==> config.mk <==
export PLATFORM = sky130hd
export DESIGN_NAME = exe_lsu_issue
export DESIGN_NICKNAME = d
export VERILOG_FILES = /design/src/rtl/lsu_pkg.sv /design/src/rtl/lsu_ot_queue.sv /design/src/rtl/exe_lsu_issue.sv
export SDC_FILE = /design/constraint.sdc
export NUM_CORES = 1
export LEC_CHECK = 0
export ABC_AREA = 1
export CAP_MARGIN = 0
export CORE_ASPECT_RATIO = 0.6
export CORE_UTILIZATION = 55
export CTS_CLUSTER_DIAMETER = 200
export DETAILED_ROUTE_END_ITERATION = 10
export GPL_ROUTABILITY_DRIVEN = 0
export HOLD_SLACK_MARGIN = 0.03
export PLACE_DENSITY = 0.92
export SETUP_SLACK_MARGIN = 0.15
export SLEW_MARGIN = 0
export SYNTH_ARGS = -nofsm -noshare
export SYNTH_HDL_FRONTEND = slang
export SYNTH_SLANG_ARGS = --single-unit
==> constraint.sdc <==
create_clock -name clk -period 5.11 [get_ports clk]
set_clock_uncertainty 0.2 [all_clocks]
set_input_delay 0.511 -clock clk [delete_from_list [all_inputs] [get_ports clk]]
set_output_delay 0.511 -clock clk [all_outputs]
set_load 0.03 [all_outputs]
==> src/rtl/lsu_pkg.sv <==
// Load/store unit shared definitions.
// Holds the op encoding, size codes, op classification helpers and the
// outstanding-queue entry record used by exe_lsu_issue and lsu_ot_queue.
package lsu_pkg;

  typedef enum logic [3:0] {
    OP_LB  = 4'd0,
    OP_LBU = 4'd1,
    OP_LH  = 4'd2,
    OP_LHU = 4'd3,
    OP_LW  = 4'd4,
    OP_LWU = 4'd5,
    OP_LD  = 4'd6,
    OP_SB  = 4'd8,
    OP_SH  = 4'd9,
    OP_SW  = 4'd10,
    OP_SD  = 4'd11
  } lsu_op_e;

  localparam logic [1:0] SZ_B = 2'd0;
  localparam logic [1:0] SZ_H = 2'd1;
  localparam logic [1:0] SZ_W = 2'd2;
  localparam logic [1:0] SZ_D = 2'd3;

  // nop: op that is undefined or unsupported at this data width; it is
  // answered with an empty response and never reaches the bus.
  typedef struct packed {
    lsu_op_e    op;
    logic [2:0] off;
    logic       ale;
    logic       nop;
    logic       issued;
    logic       done;
    logic       killed;
  } lsu_ent_t;

  function automatic logic is_load(lsu_op_e op);
    case (op)
      OP_LB, OP_LBU, OP_LH, OP_LHU, OP_LW, OP_LWU, OP_LD: return 1'b1;
      default: return 1'b0;
    endcase
  endfunction

  function automatic logic is_store(lsu_op_e op);
    case (op)
      OP_SB, OP_SH, OP_SW, OP_SD: return 1'b1;
      default: return 1'b0;
    endcase
  endfunction

  function automatic logic is_signed(lsu_op_e op);
    case (op)
      OP_LB, OP_LH, OP_LW: return 1'b1;
      default: return 1'b0;
    endcase
  endfunction

  function automatic logic [1:0] op_size(lsu_op_e op);
    case (op)
      OP_LB, OP_LBU, OP_SB:         return SZ_B;
      OP_LH, OP_LHU, OP_SH:         return SZ_H;
      OP_LW, OP_LWU, OP_SW:         return SZ_W;
      default:                      return SZ_D;
    endcase
  endfunction

  function automatic logic op_legal(lsu_op_e op, int unsigned data_w);
    case (op)
      OP_LB, OP_LBU, OP_LH, OP_LHU, OP_LW, OP_SB, OP_SH, OP_SW: return 1'b1;
      OP_LWU, OP_LD, OP_SD: return (data_w == 64);
      default: return 1'b0;
    endcase
  endfunction

endpackage

==> src/rtl/lsu_ot_queue.sv <==
// Outstanding-transaction queue for the LSU.
// Ports: push/push_ent/push_tag allocate at the tail (tail_idx exposes the
//   slot), full is decoded from the registered count; issue/issue_idx mark a
//   bus request accepted; data_ok/rdata complete the oldest issued, not-done
//   entry; flush kills every entry, reclaim returns the newest slot;
//   resp_valid/resp_ready and head_* present and pop the head entry.
module lsu_ot_queue
  import lsu_pkg::*;
#(
  parameter int unsigned DATA_W   = 32,
  parameter int unsigned TAG_W    = 5,
  parameter int unsigned OT_DEPTH = 4
) (
  input  logic                        clk,
  input  logic                        resetn,
  input  logic                        push,
  input  lsu_ent_t                    push_ent,
  input  logic [TAG_W-1:0]            push_tag,
  output logic [$clog2(OT_DEPTH)-1:0] tail_idx,
  output logic                        full,
  input  logic                        issue,
  input  logic [$clog2(OT_DEPTH)-1:0] issue_idx,
  input  logic                        data_ok,
  input  logic [DATA_W-1:0]           rdata,
  input  logic                        flush,
  input  logic                        reclaim,
  input  logic                        resp_ready,
  output logic                        resp_valid,
  output lsu_ent_t                    head_ent,
  output logic [TAG_W-1:0]            head_tag,
  output logic [DATA_W-1:0]           head_rdata
);

  localparam int unsigned PTR_W = $clog2(OT_DEPTH);
  localparam int unsigned CNT_W = PTR_W + 1;

  lsu_ent_t          ents  [OT_DEPTH];
  logic [TAG_W-1:0]  tags  [OT_DEPTH];
  logic [DATA_W-1:0] datas [OT_DEPTH];

  logic [PTR_W-1:0] head;
  logic [PTR_W-1:0] tail;
  logic [CNT_W-1:0] count;

  logic             pop;
  logic             dok_hit;
  logic [PTR_W-1:0] dok_idx;
  logic [PTR_W-1:0] scan_idx;

  assign tail_idx   = tail;
  assign full       = (count == CNT_W'(OT_DEPTH));
  assign head_ent   = ents[head];
  assign head_tag   = tags[head];
  assign head_rdata = datas[head];

  // Killed entries leave silently once their bus transaction completes.
  assign resp_valid = (count != '0) && head_ent.done && !head_ent.killed;
  assign pop        = (count != '0) && head_ent.done && (head_ent.killed || resp_ready);

  // Requests issue in program order, so the first issued-but-not-done entry
  // walking from the head is the one the next data_ok belongs to.
  always_comb begin
    dok_hit  = 1'b0;
    dok_idx  = '0;
    scan_idx = '0;
    for (int unsigned i = 0; i < OT_DEPTH; i++) begin
      scan_idx = head + PTR_W'(i);
      if (!dok_hit && (CNT_W'(i) < count) && ents[scan_idx].issued && !ents[scan_idx].done) begin
        dok_hit = 1'b1;
        dok_idx = scan_idx;
      end
    end
  end

  always_ff @(posedge clk) begin
    if (!resetn) begin
      head  <= '0;
      tail  <= '0;
      count <= '0;
      for (int unsigned i = 0; i < OT_DEPTH; i++) begin
        ents[i] <= '0;
      end
    end else begin
      for (int unsigned i = 0; i < OT_DEPTH; i++) begin
        if (flush)
          ents[i].killed <= 1'b1;
        if (issue && (issue_idx == PTR_W'(i)))
          ents[i].issued <= 1'b1;
        if (data_ok && dok_hit && (dok_idx == PTR_W'(i)))
          ents[i].done <= 1'b1;
      end
      if (push) begin
        ents[tail] <= push_ent;
        tail       <= tail + 1'b1;
      end else if (reclaim) begin
        tail <= tail - 1'b1;
      end
      if (pop)
        head <= head + 1'b1;
      count <= count + CNT_W'(push) - CNT_W'(pop) - CNT_W'(reclaim);
    end
  end

  always_ff @(posedge clk) begin
    if (push)
      tags[tail] <= push_tag;
    if (data_ok && dok_hit)
      datas[dok_idx] <= rdata;
  end

endmodule

==> src/rtl/exe_lsu_issue.sv <==
// LSU issue stage: accepts load/store ops from EXE, drives one bus request
// per op, tracks outstanding ops in lsu_ot_queue and returns results in order.
// Ports: in_* op handshake from EXE; flush cancels everything in flight;
//   req/wr/size/wstrb/addr/wdata + addr_ok form the request channel;
//   data_ok/rdata complete requests in order; resp_* deliver head results.
module exe_lsu_issue
  import lsu_pkg::*;
#(
  parameter int unsigned ADDR_W   = 32,
  parameter int unsigned DATA_W   = 32,
  parameter int unsigned OT_DEPTH = 4,
  parameter int unsigned TAG_W    = 5
) (
  input  logic                clk,
  input  logic                resetn,
  input  logic                in_valid,
  output logic                in_ready,
  input  logic [3:0]          in_op,
  input  logic [ADDR_W-1:0]   in_addr,
  input  logic [DATA_W-1:0]   in_wdata,
  input  logic [TAG_W-1:0]    in_tag,
  input  logic                flush,
  output logic                req,
  output logic                wr,
  output logic [1:0]          size,
  output logic [DATA_W/8-1:0] wstrb,
  output logic [ADDR_W-1:0]   addr,
  output logic [DATA_W-1:0]   wdata,
  input  logic                addr_ok,
  input  logic                data_ok,
  input  logic [DATA_W-1:0]   rdata,
  output logic                resp_valid,
  input  logic                resp_ready,
  output logic [DATA_W-1:0]   resp_data,
  output logic [TAG_W-1:0]    resp_tag,
  output logic                resp_is_load,
  output logic                resp_ale
);

  localparam int unsigned LANES = DATA_W / 8;
  localparam int unsigned OFF_W = $clog2(LANES);
  localparam int unsigned PTR_W = $clog2(OT_DEPTH);
  localparam int unsigned IDX_W = $clog2(DATA_W);

  lsu_op_e           op_in;
  logic [1:0]        sz_in;
  logic              legal_in;
  logic              misalign_in;
  logic [2:0]        off_in;
  logic [7:0]        mask8;
  logic [LANES-1:0]  wstrb_in;
  logic [DATA_W-1:0] wdata_rep;
  lsu_ent_t          push_ent;
  logic              accept;
  logic              needs_req;

  logic              live;
  logic [PTR_W-1:0]  req_idx;
  logic [PTR_W-1:0]  tail_idx;
  logic              full;
  logic              issue;
  logic              reclaim;

  lsu_ent_t          head_ent;
  logic [DATA_W-1:0] head_rdata;
  logic [DATA_W-1:0] ld_shift;
  int unsigned       ld_bits;
  logic [IDX_W-1:0]  ld_msb;
  logic              ld_sign;
  logic              unused_bits;

  assign op_in     = lsu_op_e'(in_op);
  assign sz_in     = op_size(op_in);
  assign legal_in  = op_legal(op_in, DATA_W);
  assign needs_req = legal_in && !misalign_in;

  // A pending request may be replaced in the same cycle it is accepted, so
  // a new op is taken whenever the slot is free or being freed by addr_ok.
  assign in_ready = live && !full && (!req || addr_ok) && !flush;
  assign accept   = in_valid && in_ready;
  assign issue    = req && addr_ok;
  // The pending request always belongs to the newest entry: no op can be
  // accepted behind it until addr_ok frees the request slot.
  assign reclaim  = flush && req && !addr_ok;

  always_comb begin
    off_in = '0;
    off_in[OFF_W-1:0] = in_addr[OFF_W-1:0];
    case (sz_in)
      SZ_B:    misalign_in = 1'b0;
      SZ_H:    misalign_in = in_addr[0];
      SZ_W:    misalign_in = |in_addr[1:0];
      default: misalign_in = |in_addr[2:0];
    endcase
    case (sz_in)
      SZ_B:    mask8 = 8'h01;
      SZ_H:    mask8 = 8'h03;
      SZ_W:    mask8 = 8'h0F;
      default: mask8 = 8'hFF;
    endcase
    wstrb_in = LANES'(mask8) << off_in[OFF_W-1:0];
    case (sz_in)
      SZ_B:    wdata_rep = {LANES{in_wdata[7:0]}};
      SZ_H:    wdata_rep = {(LANES/2){in_wdata[15:0]}};
      SZ_W:    wdata_rep = {(LANES/4){in_wdata[31:0]}};
      default: wdata_rep = in_wdata;
    endcase
  end

  always_comb begin
    push_ent        = '0;
    push_ent.op     = op_in;
    push_ent.off    = off_in;
    push_ent.ale    = legal_in && misalign_in;
    push_ent.nop    = !legal_in;
    push_ent.done   = !needs_req;
  end

  always_ff @(posedge clk) begin
    if (!resetn) begin
      live    <= 1'b0;
      req     <= 1'b0;
      wr      <= 1'b0;
      size    <= '0;
      wstrb   <= '0;
      addr    <= '0;
      wdata   <= '0;
      req_idx <= '0;
    end else begin
      live <= 1'b1;
      if (accept && needs_req) begin
        req     <= 1'b1;
        wr      <= is_store(op_in);
        size    <= sz_in;
        wstrb   <= is_store(op_in) ? wstrb_in : '0;
        addr    <= in_addr;
        wdata   <= wdata_rep;
        req_idx <= tail_idx;
      end else if (req && (addr_ok || flush)) begin
        req   <= 1'b0;
        wr    <= 1'b0;
        wstrb <= '0;
      end
    end
  end

  lsu_ot_queue #(
    .DATA_W  (DATA_W),
    .TAG_W   (TAG_W),
    .OT_DEPTH(OT_DEPTH)
  ) u_queue (
    .clk       (clk),
    .resetn    (resetn),
    .push      (accept),
    .push_ent  (push_ent),
    .push_tag  (in_tag),
    .tail_idx  (tail_idx),
    .full      (full),
    .issue     (issue),
    .issue_idx (req_idx),
    .data_ok   (data_ok),
    .rdata     (rdata),
    .flush     (flush),
    .reclaim   (reclaim),
    .resp_ready(resp_ready),
    .resp_valid(resp_valid),
    .head_ent  (head_ent),
    .head_tag  (resp_tag),
    .head_rdata(head_rdata)
  );

  assign resp_is_load = is_load(head_ent.op);
  assign resp_ale     = head_ent.ale;
  assign unused_bits  = ^{head_ent.issued, head_ent.done, head_ent.killed, head_ent.off};

  always_comb begin
    ld_shift = head_rdata >> {head_ent.off[OFF_W-1:0], 3'b000};
    ld_bits  = 32'd8 << op_size(head_ent.op);
    if (ld_bits > DATA_W)
      ld_bits = DATA_W;
    ld_msb   = IDX_W'(ld_bits - 1);
    ld_sign  = is_signed(head_ent.op) && ld_shift[ld_msb];
    resp_data = '0;
    if (is_load(head_ent.op) && !head_ent.ale && !head_ent.nop) begin
      for (int unsigned b = 0; b < DATA_W; b++) begin
        resp_data[b] = (b < ld_bits) ? ld_shift[b] : ld_sign;
      end
    end
  end

endmodule

==> results of run 1 <==
[worst max-delay path by stage]
stage,startpoint,to,slack [ns],cells after the start
6_report,register,resp_data[15],0.38,16
5_1_grt,register,resp_data[15],0.16,16
4_1_cts,register,resp_data[15],0.48,15
3_5_place_dp,register,resp_data[15],1.09,15
3_3_place_gp,register,resp_data[15],1.22,15
2_1_floorplan,register,resp_data[0],2.11,9
[logic make-up after synthesis]
kind of cell / count (synthesis) / share of synthesized area [%]
compound gates: 285 / 13.2
fa+ha+maj: 5 / 0.565
mux: 1 / 0.111
buf+inv: 182 / 6.74
flops: 276 / 59.2
simple gates: 584 / 20.2
xor+xnor: 1 / 0.0706
[placed cells by master, fill, tap and decap left out, types with 2 or more instances in the layout]
cell type | synthesis | final
nand4_1 | 2 | 2
a31oi_1 | 8 | 8
nor3_1 | 3 | 3
o21ai_2 | 3 | 3
nand3b_1 | 2 | 2
a32o_1 | 12 | 12
inv_1 | 97 | 97
nand2_2 | 9 | 9
nand2_1 | 284 | 284
clkbuf_8 | 0 | 4
nor2_2 | 26 | 26
dfxtp_1 | 95 | 94
o21ai_1 | 10 | 10
nor2_4 | 2 | 2
clkbuf_16 | 0 | 26
nand3_2 | 10 | 10
o22ai_1 | 21 | 21
clkbuf_1 | 30 | 3
a211oi_1 | 17 | 17
o21ai_0 | 129 | 129
nand2_4 | 9 | 9
inv_2 | 11 | 11
a32oi_1 | 5 | 5
clkinvlp_4 | 0 | 3
ha_1 | 4 | 4
clkdlybuf4s50_1 | 0 | 223
clkinv_1 | 5 | 6
nand3_1 | 44 | 44
clkinv_2 | 0 | 4
buf_4 | 10 | 19
edfxtp_1 | 181 | 181
a21oi_1 | 74 | 74
or2_2 | 2 | 2
nor2_1 | 191 | 191
[registers in the layout, indices dropped and copies added (netlist names), named ones only]
name	cells
wstrb	4
wdata	32
live	1
u_queue.tail_idx	2
u_queue.datas	128
u_queue.head	2
req_idx	2
u_queue.count	3
u_queue.ents	44
req	1
u_queue.tags	20
wr	1
addr	32
size	2
[power breakdown]
part | switching, uW | internal, uW | leakage, uW
combinational | 389 | 241 | 0.00341
clock | 847 | 1050 | 0.000399
sequential | 15.3 | 2400 | 0.00244
total | 1250 | 3690 | 0.00625
[critical path, cell delays in order (launching register included)]
cell and delay [ns]:
dfxtp_2 0.34, buf_4 0.59, nand2_1 0.12, nand3_1 0.15, nand2_2 0.20, inv_2 0.33, nand2_1 0.11, nand3_1 0.10
nand2_1 0.05, nand2_1 0.07, nand2_1 0.07, nand2_1 0.08, nand3_2 0.12, nand2_2 0.11, nand2_4 0.11, nor2_2 0.19
clkdlybuf4s50_1 0.71
[metal layers]
layer,wire (um),vias up
met1,13600,4975
met4,996,0
met3,4170,97
li1,-,4892
met5,0,-
met2,15800,666
[cell type report]
cell class                      instances  area (um2)
Clock inverter                         12         110
Timing Repair Buffer                  243        2380
Sequential cell                       276        7340
Clock buffer                           33         717
Fill cell                            1516        6510
Antenna cell                            1        2.50
Multi-Input combinational cell        876        4230
Inverter                              113         424
Tap cell                              286         358
[stage by stage]
step	util (%)	instances
floorplan	-	1334
global placement	66.7	1794
detailed placement	66.7	1794
CTS	70.5	1839
global route	70.5	1839
finish	70.5	1840
==> summary.txt, run 1 <==
Outcome
  – Run status: complete, no violations

Worst setup path
  – Startpoint types: register
  – Reg2Reg Depth: 12
  – Req. time, crit path: 4.40 ns
  – RR Endpoint: u_queue.datas[0][25]
  – R2r setup slk: 1.71 ns
  – Crit path arrival time: 4.02 ns
  – Critical path class: register to primary output
  – Worst-path maximum fanout: 69
  – Kind of end point of the critical path: primary output

Routing
  – Drt total wl: 34600 um
  – Vias/cell: 5.78
  – Vias: 10630
  – Drc violations: 0
  – Initial DRC Count: 1285
  – Final ANT Viol Nets: 0
  – Drt first pass iters: 6
  – DR WL/cell: 18.8 um

Worst hold path
  – Hold EP: wdata[7]
  – Hold path startpoint: wdata[7]
  – Hold depth: 2
  – Hold Path Class: register to register

Global route
  – Met2 usage: 47.0%
  – M3 GR Usage: 8.85%
  – Pin count of the biggest net entering global routing: 70
  – First-pass GRT wire length: 54300 um
  – Routing usage on met1: 40.2%
  – Initial antenna violation count: 1
  – Gr busiest metal: met2
  – Gr usage total: 29.9%
  – GR Overflow Total: 0
  – Vias in the first global route: 10340

Yosys
  – Post-Syn Instances: 1334
  – Post-synth cell types: 42
  – #FFs+latches synth: 276
  – Top cell type by total area after synthesis: edfxtp_1
  – Post-synth top area share: 43.8%
  – Synth Cell Area: 0.0124 mm2
  – Ys Warns: 0
  – Syn nets: 1451
  – Post-synth ARST share: 0%
  – Synth top area cells: edfxtp_1 44%, dfxtp_1 15%, nand2_1 8.6%, nor2_1 5.8%, o21ai_0 5.2%
  – Count leader, synth: nand2_1
  – Top post-synthesis cells by count: 284 x nand2_1, 191 x nor2_1, 181 x edfxtp_1
  – Number of flops mapped to enable cells by yosys: 181
  – Post-synthesis sequential area ratio: 59.2%
  – Mean Syn Cell Area: 9.30 um2
  – Ys flop type: edfxtp_1

Timing
  – Rel. slew slack: 38.6%
  – Final worst slack: 0.382 ns
  – Crit path time final: 4.73 ns
  – Setup violations, final: 0
  – TNS Setup: 0 ns
  – Fmax: 211 MHz
  – Final hold vios: 0
  – Worst-Margin Slew: 0.913 ns
  – Hold slack: 0.267 ns
  – Unrepaired setup endpoints after global routing: no
  – Fin crit share: 92.5%
  – Slew Viols, Final: 0

Layout
  – Area delta synth->final: 25.5%
  – Layout cells sized above 1: 8.89%
  – Post-route cell area: 0.0156 mm2
  – Final #Nets: 1652

Die
  – Die H: 118 um
  – Ports: 225
  – Row Count: 42
  – Initial core utilization: 56.2%
  – Die area: 0.0232 mm2
  – Core ar.: 0.0221 mm2
  – Die Span X: 196 um

Clock tree
  – Root buffer cell: clkbuf_16
  – CTS tree: built
  – Clk sinks: 276
  – Clock-pin slew on the worst setup and hold paths: 0.07 ns
  – Clk_lat worst skew: 0.55 ns
  – Cts bufs inserted: 25
  – Post-CTS Repair Setup Buffers: 0
  – Cts hold-fix bufs: 0
  – Max clock buf depth: 3
  – CTS H-tree depth: 1
  – Number of gates resized after cts: 0

Power and ir drop
  – P_leak: 0.00625 uW
  – Pwr Total: 4940 uW
  – Power density over the cells: 318 mW/mm2
  – VDD IR-drop max: 0.255 mV

Placement
  – Port Buffers: 224
  – Post-DP HPWL: 23500 um
  – Pre-CTS setup slack: 1.09 ns
  – Area after DPL: 0.0147 mm2

Run
  – # Max-Cap Violations: 0
(Power assumes the default switching activity.)
==> inputs of run 2 (changes only) <==
--- a/config.mk
+++ b/config.mk
@@ -5,15 +5,14 @@
 export SDC_FILE = /design/constraint.sdc
 export NUM_CORES = 1
 export LEC_CHECK = 0
-export ABC_AREA = 1
+export ABC_AREA = 0
 export CAP_MARGIN = 0
 export CORE_ASPECT_RATIO = 0.6
 export CORE_UTILIZATION = 55
-export CTS_CLUSTER_DIAMETER = 200
 export DETAILED_ROUTE_END_ITERATION = 10
 export GPL_ROUTABILITY_DRIVEN = 0
 export HOLD_SLACK_MARGIN = 0.03
-export PLACE_DENSITY = 0.92
+export PLACE_DENSITY = 0.93
 export SETUP_SLACK_MARGIN = 0.15
 export SLEW_MARGIN = 0
 export SYNTH_ARGS = -nofsm -noshare
==> run 2 against run 1 <==
Effect of this change:
- area after synthesis decreased by 3.7%
- synthesized cell count decreased by 28%
- sequential share of layout area increased by 0.93 points
- worst hold slack got worse by 0.014 ns
- non-clock buffer count decreased by 2
- maximum frequency decreased by 0.96%
- first-iteration DRC count decreased by 39%
- clock power about the same
- cell count decreased by 21%
- largest cell class unchanged
==> summary.txt, run 2 <==
Global route
  – First-pass GRT wire length: 47000 um (was 54300 um)
  – Initial antenna violation count: 0 (was 1)
  – GR Overflow Total: 0 (unchanged)
  – Gr usage total: 27.8% (was 29.9%)
  – Vias in the first global route: 8358 (was 10340)
  – Pin count of the biggest net entering global routing: 68 (was 70)

Routing
  – DR WL/cell: 21.0 um (was 18.8 um)
  – Drt first pass iters: 7 (was 6)
  – Drt total wl: 30700 um (was 34600 um)
  – Initial DRC Count: 778 (was 1285)
  – Drc violations: 0 (unchanged)
  – Vias: 8649 (was 10630)
  – Vias/cell: 5.92 (was 5.78)
  – Final ANT Viol Nets: 0 (unchanged)

Yosys
  – Post-synth cell types: 66 (was 42)
  – Post-Syn Instances: 954 (was 1334)
  – Ys flop type: edfxtp_1 (unchanged)
  – Synth Cell Area: 0.0119 mm2 (was 0.0124 mm2)
  – Syn nets: 1071 (was 1451)
  – Mean Syn Cell Area: 12.5 um2 (was 9.30 um2)
  – Synth top area cells: edfxtp_1 46%, dfxtp_1 16%, mux4_2 8.9%, nand2_1 5.0%, a21oi_1 3.6% (was edfxtp_1 44%, dfxtp_1 15%, nand2_1 8.6%, nor2_1 5.8%, o21ai_0 5.2%)
  – Count leader, synth: edfxtp_1 (was nand2_1)
  – Post-synthesis sequential area ratio: 61.4% (was 59.2%)
  – Post-synth ARST share: 0% (unchanged)
  – Number of flops mapped to enable cells by yosys: 181 (unchanged)
  – Ys Warns: 0 (unchanged)
  – Top cell type by total area after synthesis: edfxtp_1 (unchanged)
  – Top post-synthesis cells by count: 181 x edfxtp_1, 158 x nand2_1, 95 x dfxtp_1 (was 284 x nand2_1, 191 x nor2_1, 181 x edfxtp_1)
  – Post-synth top area share: 45.5% (was 43.8%)
  – #FFs+latches synth: 276 (unchanged)

Timing
  – Fmax: 209 MHz (was 211 MHz)
  – Hold slack: 0.253 ns (was 0.267 ns)
  – Rel. slew slack: 42.4% (was 38.6%)
  – TNS Setup: 0 ns (unchanged)
  – Fin crit share: 93.4% (was 92.5%)
  – Unrepaired setup endpoints after global routing: no (unchanged)
  – Slew Viols, Final: 0 (unchanged)
  – Worst-Margin Slew: 0.842 ns (was 0.913 ns)
  – Final hold vios: 0 (unchanged)
  – Crit path time final: 4.77 ns (was 4.73 ns)
  – Setup violations, final: 0 (unchanged)

Worst setup path
  – Kind of end point of the critical path: primary output (unchanged)
  – Req. time, crit path: 4.40 ns (about the same)
  – Critical path's slowest cell: mux4_1 (was clkdlybuf4s50_1)
  – WP buf/inv: 1 (was 3)
  – Reg2Reg Depth: 7 (was 12)
  – R2R Path Start: u_queue.head[1]
  – CP max stage delay: 0.76 ns (was 0.71 ns)
  – Crit-path leading delay family: compound AO/OA/AOI/OAI gates (was buffers and inverters)
  – Cell Chain, Critical Path: mux4_1 -> a211o_4 -> ha_1 -> and2b_1 -> a221oi_4 -> a31oi_1 -> clkdlybuf4s50_1 (was buf_4 -> nand2_1 -> nand3_1 -> nand2_2 -> inv_2 -> nand2_1 -> nand3_1 -> nand2_1 -> nand2_1 -> nand2_1 -> nand2_1 -> nand3_2 -> nand2_2 -> nand2_4 -> nor2_2 -> clkdlybuf4s50_1)
  – Crit path arrival time: 4.06 ns (was 4.02 ns)
  – R2r setup slk: 1.37 ns (was 1.71 ns)
  – RR Endpoint: u_queue.datas[3][17] (was u_queue.datas[0][25])
  – Startpoint types: register (unchanged)
  – Worst-path maximum fanout: 14 (was 69)
  – Critical path class: register to primary output (unchanged)

Clock tree
  – Clk_lat worst skew: 0.52 ns (was 0.55 ns)
  – Root buffer cell: clkbuf_16 (unchanged)
  – CTS tree: built (unchanged)
  – Cts bufs inserted: 25 (unchanged)
  – Max clock buf depth: 3 (unchanged)
  – Cts hold-fix bufs: 0 (unchanged)
  – CTS H-tree depth: 1 (unchanged)
  – Clk sinks: 276 (unchanged)
  – Clock-pin slew on the worst setup and hold paths: 0.06 ns (was 0.07 ns)
  – Post-CTS Repair Setup Buffers: 0 (unchanged)

Power and ir drop
  – Combinational power share: 9.9% (was 12.7%)
  – Sequential Power Share: 50.4% (was 48.9%)
  – P_leak: 0.00519 uW (was 0.00625 uW)
  – Pint: 3710 uW (was 3690 uW)
  – NetSw: 1080 uW (was 1250 uW)
  – VDD IR-drop max: 0.316 mV (was 0.255 mV)
  – Switching Share: 22.5% (was 25.3%)
  – Clock Power Share: 39.7% (was 38.3%)
  – Power density over the cells: 314 mW/mm2 (was 318 mW/mm2)
  – Pwr Total: 4790 uW (was 4940 uW)

Layout
  – Filler instances: 1424 (was 1516)
  – Most common cell after layout, fill and taps aside: clkdlybuf4s50_1 (was nand2_1)
  – Max reg flops: 128 (unchanged)
  – Layout cells sized above 1: 12.3% (was 8.89%)
  – Largest reg by FF count: u_queue.datas (unchanged)
  – Register area: 0.00734 mm2 (about the same)
  – Commonest cells after routing, fill and taps aside: 224 x clkdlybuf4s50_1, 181 x edfxtp_1, 158 x nand2_1 (was 284 x nand2_1, 223 x clkdlybuf4s50_1, 191 x nor2_1)
  – Area delta synth->final: 27.9% (was 25.5%)
  – Antenna cells: 0 (was 1)
  – Layout Cells excl Fill: 1461 (was 1840)
  – Largest regs: u_queue.datas (128), u_queue.ents (44) (unchanged)
  – Final #Nets: 1281 (was 1652)
  – Multi-input gate area: 0.00431 mm2 (was 0.00423 mm2)

Worst hold path
  – Hold EP: addr[11] (was wdata[7])
  – Hold path startpoint: addr[11] (was wdata[7])
  – Hold Path Class: register to register (unchanged)
  – Hold depth: 2 (unchanged)

Outcome
  – Run status: complete, no violations (unchanged)

Run
  – # Max-Cap Violations: 0 (unchanged)

Placement
  – Dpl cells: 1416 (was 1794)
  – Post-DP HPWL: 21600 um (was 23500 um)
  – Port Buffers: 224 (unchanged)

Die
  – Die H: 116 um (was 118 um)
  – Core ar.: 0.0211 mm2 (was 0.0221 mm2)
  – Die area: 0.0223 mm2 (was 0.0232 mm2)
  – Ports: 225 (unchanged)
  – Row Count: 41 (was 42)
  – Initial core utilization: 56.5% (was 56.2%)
  – Die Span X: 192 um (was 196 um)
## run 2: changes by cell type after synthesis, moves of 12 or more
cell	change
nand2_1	-126
o21ai_0	-117
nor2_1	-103
inv_1	-81
mux4_2	+47
nand3_1	-41
mux2i_1	+35
and2_1	+28
nor2_2	-26
o22ai_1	-21
a32o_1	-12
## run 2: through the flow
step	util, %	worst slack (ns)	area (um2)
2_1_floorplan	-	1.30	11900
4_1_cts	72.2	0.350	15300
5_1_grt	72.2	0.214	15300
6_report	72.2	0.336	15300
3_3_place_gp	68.3	1.06	14400
3_5_place_dp	68.3	0.918	14400
## run 2: cells by family (layout without fill, tap and decap cells)
kind of cell             count (synthesis)  count (layout)  share of synthesized area (%)
adder cells (fa/ha/maj)                  5               5                          0.587
buffers and inverters                   75             303                           2.66
AND/OR/NAND/NOR                        339             339                           13.3
AO/OA/AOI/OAI                          160             160                           8.53
XOR/XNOR                                 7               7                          0.513
flip-flops                             276             276                           61.4
multiplexers                            92              92                           13.0
## run 2: worst max-delay path by stage
stage | to | depth (start not counted)
detailed placement | resp_data[15] | 7
global route | resp_data[15] | 7
global placement | resp_data[15] | 7
floorplan | u_queue.datas[3][0] | 7
finish | resp_data[15] | 7
CTS | resp_data[15] | 7
## run 2: metal layers
layer	track usage, %	up-vias	part of all wire (%)	wire [um]
li1	-	3925	-	-
met1	40.6	4231	43	13200
met2	43.1	434	46	14100
met3	5.83	59	8.7	2680
met4	6.61	0	2.2	676
met5	0	-	0	0
## run 2: worst register-to-register path, cell delays in order (launching register included)
cell	delay, ns
dfxtp_1	0.46
or3b_2	0.52
a2111oi_0	0.75
nand3_1	0.16
o21ai_0	0.46
nor2_1	0.21
nor2_2	0.12
buf_4	0.43
## run 2: cell type report
type	instances	area share, %
clock buffers	29	4.20
clock inverters	16	1.25
flip-flops and latches	276	48.1
inverters	17	0.418
multi-input cells	603	28.2
repair buffers	241	15.5
well taps	279	2.29
## run 2: power groups by stage
stage	Clock [uW]	Sequential [uW]	Combinational, uW
after floorplan	0	2470	240
after global placement	0	2460	454
after detailed placement	0	2460	467
after CTS	1930	2410	470
after global routing	2030	2410	506
final	1900	2410	476
## run 2: what timing repair did
item	CTS	global route
resized for setup	0	1
hold endpoints to repair	0	0
setup endpoints to repair	0	2
==> inputs of run 3 (changes only) <==
--- a/config.mk
+++ b/config.mk
@@ -11,6 +11,7 @@
 export CORE_UTILIZATION = 55
 export DETAILED_ROUTE_END_ITERATION = 10
 export GPL_ROUTABILITY_DRIVEN = 0
+export GPL_TIMING_DRIVEN = 0
 export HOLD_SLACK_MARGIN = 0.03
 export PLACE_DENSITY = 0.93
 export SETUP_SLACK_MARGIN = 0.15
==> constraint.sdc (replaced) <==
create_clock -name clk -period 5.6 [get_ports clk]
set_clock_uncertainty 0.2 [all_clocks]
set_input_delay 0.56 -clock clk [delete_from_list [all_inputs] [get_ports clk]]
set_output_delay 0.56 -clock clk [all_outputs]
set_load 0.03 [all_outputs]
==> run 3 against run 2 <==
Effect of this change:
- cell count is 3.1% higher
- largest cell class unchanged
- die area stayed put
- cell area is 0.94% higher
- power is 8.8% lower
==> summary.txt, run 3 (synthesis gave the netlist of run 2 again) <==
Worst setup path
  – Startpoint types: register (unchanged)
  – Worst-path maximum fanout: 10 (was 14)
  – Req. time, crit path: 4.84 ns (was 4.40 ns)
  – Critical path class: register to primary output (unchanged)
  – Critical path's slowest cell: clkdlybuf4s50_1 (was mux4_1)
  – R2r setup slk: 1.81 ns (was 1.37 ns)
  – RR Endpoint: u_queue.count[2] (was u_queue.datas[3][17])
  – CP dominant cell by count: buf_6
  – CP max stage delay: 0.62 ns (was 0.76 ns)
  – Kind of end point of the critical path: primary output (unchanged)
  – Reg2Reg Depth: 10 (was 7)
  – Cell Chain, Critical Path: buf_6 -> mux4_2 -> a211o_4 -> buf_6 -> ha_1 -> and2b_1 -> a221oi_4 -> a31oi_1 -> clkdlybuf4s50_1 (was mux4_1 -> a211o_4 -> ha_1 -> and2b_1 -> a221oi_4 -> a31oi_1 -> clkdlybuf4s50_1)
  – Crit path arrival time: 4.14 ns (was 4.06 ns)

Timing
  – Worst-Margin Slew: 0.893 ns (was 0.842 ns)
  – Hold slack: 0.193 ns (was 0.253 ns)
  – Fin crit share: 87.5%
  – Crit path time final: 4.90 ns
  – Unrepaired setup endpoints after global routing: no (unchanged)
  – Slew Viols, Final: 0 (unchanged)
  – Fmax: 204 MHz
  – TNS Setup: 0 ns (unchanged)
  – Final hold vios: 0 (unchanged)
  – Setup violations, final: 0 (unchanged)
  – Rel. slew slack: 40.0% (was 42.4%)

Global route
  – First-pass GRT wire length: 50500 um (was 47000 um)
  – GR Overflow Total: 0 (unchanged)
  – Vias in the first global route: 9003 (was 8358)
  – Initial antenna violation count: 0 (unchanged)
  – Pin count of the biggest net entering global routing: 33 (was 68)
  – Gr usage total: 30.1% (was 27.8%)

Placement
  – Port Buffers: 223 (was 224)
  – Post-DP HPWL: 23300 um (was 21600 um)

Clock tree
  – Max clock buf depth: 3 (unchanged)
  – Post-CTS Repair Setup Buffers: 0 (unchanged)
  – Cts bufs inserted: 26 (was 25)
  – Number of gates resized after cts: 0 (unchanged)
  – Cts hold-fix bufs: 0 (unchanged)
  – CTS H-tree depth: 1 (unchanged)
  – Root buffer cell: clkbuf_16 (unchanged)
  – Clock-pin slew on the worst setup and hold paths: 0.06 ns (about the same)
  – CTS tree: built (unchanged)
  – Clk_lat worst skew: 0.54 ns (was 0.52 ns)
  – Clk sinks: 276 (unchanged)

Power and ir drop
  – Power density over the cells: 283 mW/mm2 (was 314 mW/mm2)
  – Switching Share: 23.7% (was 22.5%)
  – VDD IR-drop max: 0.261 mV (was 0.316 mV)
  – Combinational power share: 10.4% (was 9.9%)
  – NetSw: 1040 uW (was 1080 uW)
  – Pint: 3330 uW (was 3710 uW)
  – Clock Power Share: 39.3% (was 39.7%)
  – Sequential Power Share: 50.4% (about the same)
  – P_leak: 0.00524 uW (was 0.00519 uW)

Worst hold path
  – Hold EP: wstrb[0] (was addr[11])
  – Hold path startpoint: in_addr[0] (was addr[11])
  – Hold depth: 2 (unchanged)
  – Hold Path Class: input pin to register (was register to register)

Layout
  – Multi-input gate area: 0.00430 mm2 (was 0.00431 mm2)
  – Largest regs: u_queue.datas (128), u_queue.ents (44) (unchanged)
  – Largest reg by FF count: u_queue.datas (unchanged)
  – Filler instances: 1353 (was 1424)
  – Max reg flops: 128 (unchanged)
  – Area delta synth->final: 29.1% (was 27.9%)
  – Most common cell after layout, fill and taps aside: clkdlybuf4s50_1 (unchanged)
  – Final #Nets: 1326 (was 1281)
  – Commonest cells after routing, fill and taps aside: 223 x clkdlybuf4s50_1, 181 x edfxtp_1, 158 x nand2_1 (was 224 x clkdlybuf4s50_1, 181 x edfxtp_1, 158 x nand2_1)
  – Register area: 0.00734 mm2 (about the same)
  – Layout cells sized above 1: 12.1% (was 12.3%)

Die
  – Row Count: 41 (unchanged)
  – Die Span X: 192 um (unchanged)
  – Core ar.: 0.0211 mm2 (unchanged)
  – Ports: 225 (unchanged)
  – Die area: 0.0223 mm2 (unchanged)
  – Initial core utilization: 56.5% (unchanged)
  – Die H: 116 um (unchanged)

Routing
  – Drc violations: 0 (unchanged)
  – Drt first pass iters: 5 (was 7)
  – Vias: 9147 (was 8649)
  – DR WL/cell: 22.1 um (was 21.0 um)
  – Vias/cell: 6.07 (was 5.92)
  – Drt total wl: 33200 um (was 30700 um)
  – Initial DRC Count: 1252 (was 778)
  – Final ANT Viol Nets: 0 (unchanged)

Outcome
  – Run status: complete, no violations (unchanged)

Run
  – # Max-Cap Violations: 0 (unchanged)
==> run 3: changes by cell type in the layout (fill, tap and decap cells not counted), moves of 3 or more <==
cell,before,now
buf_1,0,4
clkinvlp_4,1,4
buf_4,17,2
buf_2,0,16
clkbuf_1,4,39
==> run 3: metrics by stage <==
stage	instance area [um2]	setup WS (ns)	power (uW)	cells	utilization [%]
global placement	14500	0.511	2670	1456	68.7
floorplan	11900	1.79	2470	954	-
CTS	15400	0.746	4370	1506	72.9
finish	15400	0.701	4370	1507	72.9
global route	15400	0.589	4480	1506	72.9
detailed placement	14600	1.33	2680	1460	69.0
==> run 3: per-layer routing <==
metal  GRT usage, %  part of all wire, %
met4           9.34                  3.0
met2           46.5                   46
met5              0                    0
met3           7.90                   11
met1           42.0                   41
==> run 3: how the worst max path moves through the flow <==
stage,from,to
after detailed placement,register,resp_data[15]
after floorplan,register,u_queue.datas[3][0]
final,register,resp_data[15]
after global routing,register,resp_data[15]
after global placement,register,u_queue.datas[1][25]
after CTS,register,resp_data[15]
==> run 3: area by class of cell <==
class                           instances  share of cell area (%)
Multi-Input combinational cell        603                    27.9
Timing Repair Buffer                  227                    14.8
Inverter                               17                   0.414
Antenna cell                            1                  0.0162
Buffer                                 58                    1.65
Tap cell                              279                    2.27
Clock buffer                           30                    4.32
Sequential cell                       276                    47.6
Clock inverter                         16                   0.974
==> run 3: power by group through the flow <==
stage	registers (uW)	logic, uW	clock network, uW
floorplan	2250	219	0
global placement	2240	428	0
detailed placement	2240	441	0
CTS	2200	446	1730
global route	2200	479	1800
finish	2200	452	1720
==> run 3: critical path, delay by kind of cell, from the launching register on <==
kind / cells / cell delay (ns)
buffers and inverters: 3 / 1.00
DFF: 1 / 0.39
muxes: 1 / 0.60
and+or+nand+nor: 1 / 0.24
adders and majority gates: 1 / 0.38
AOI/OAI and AO/OA: 3 / 0.98
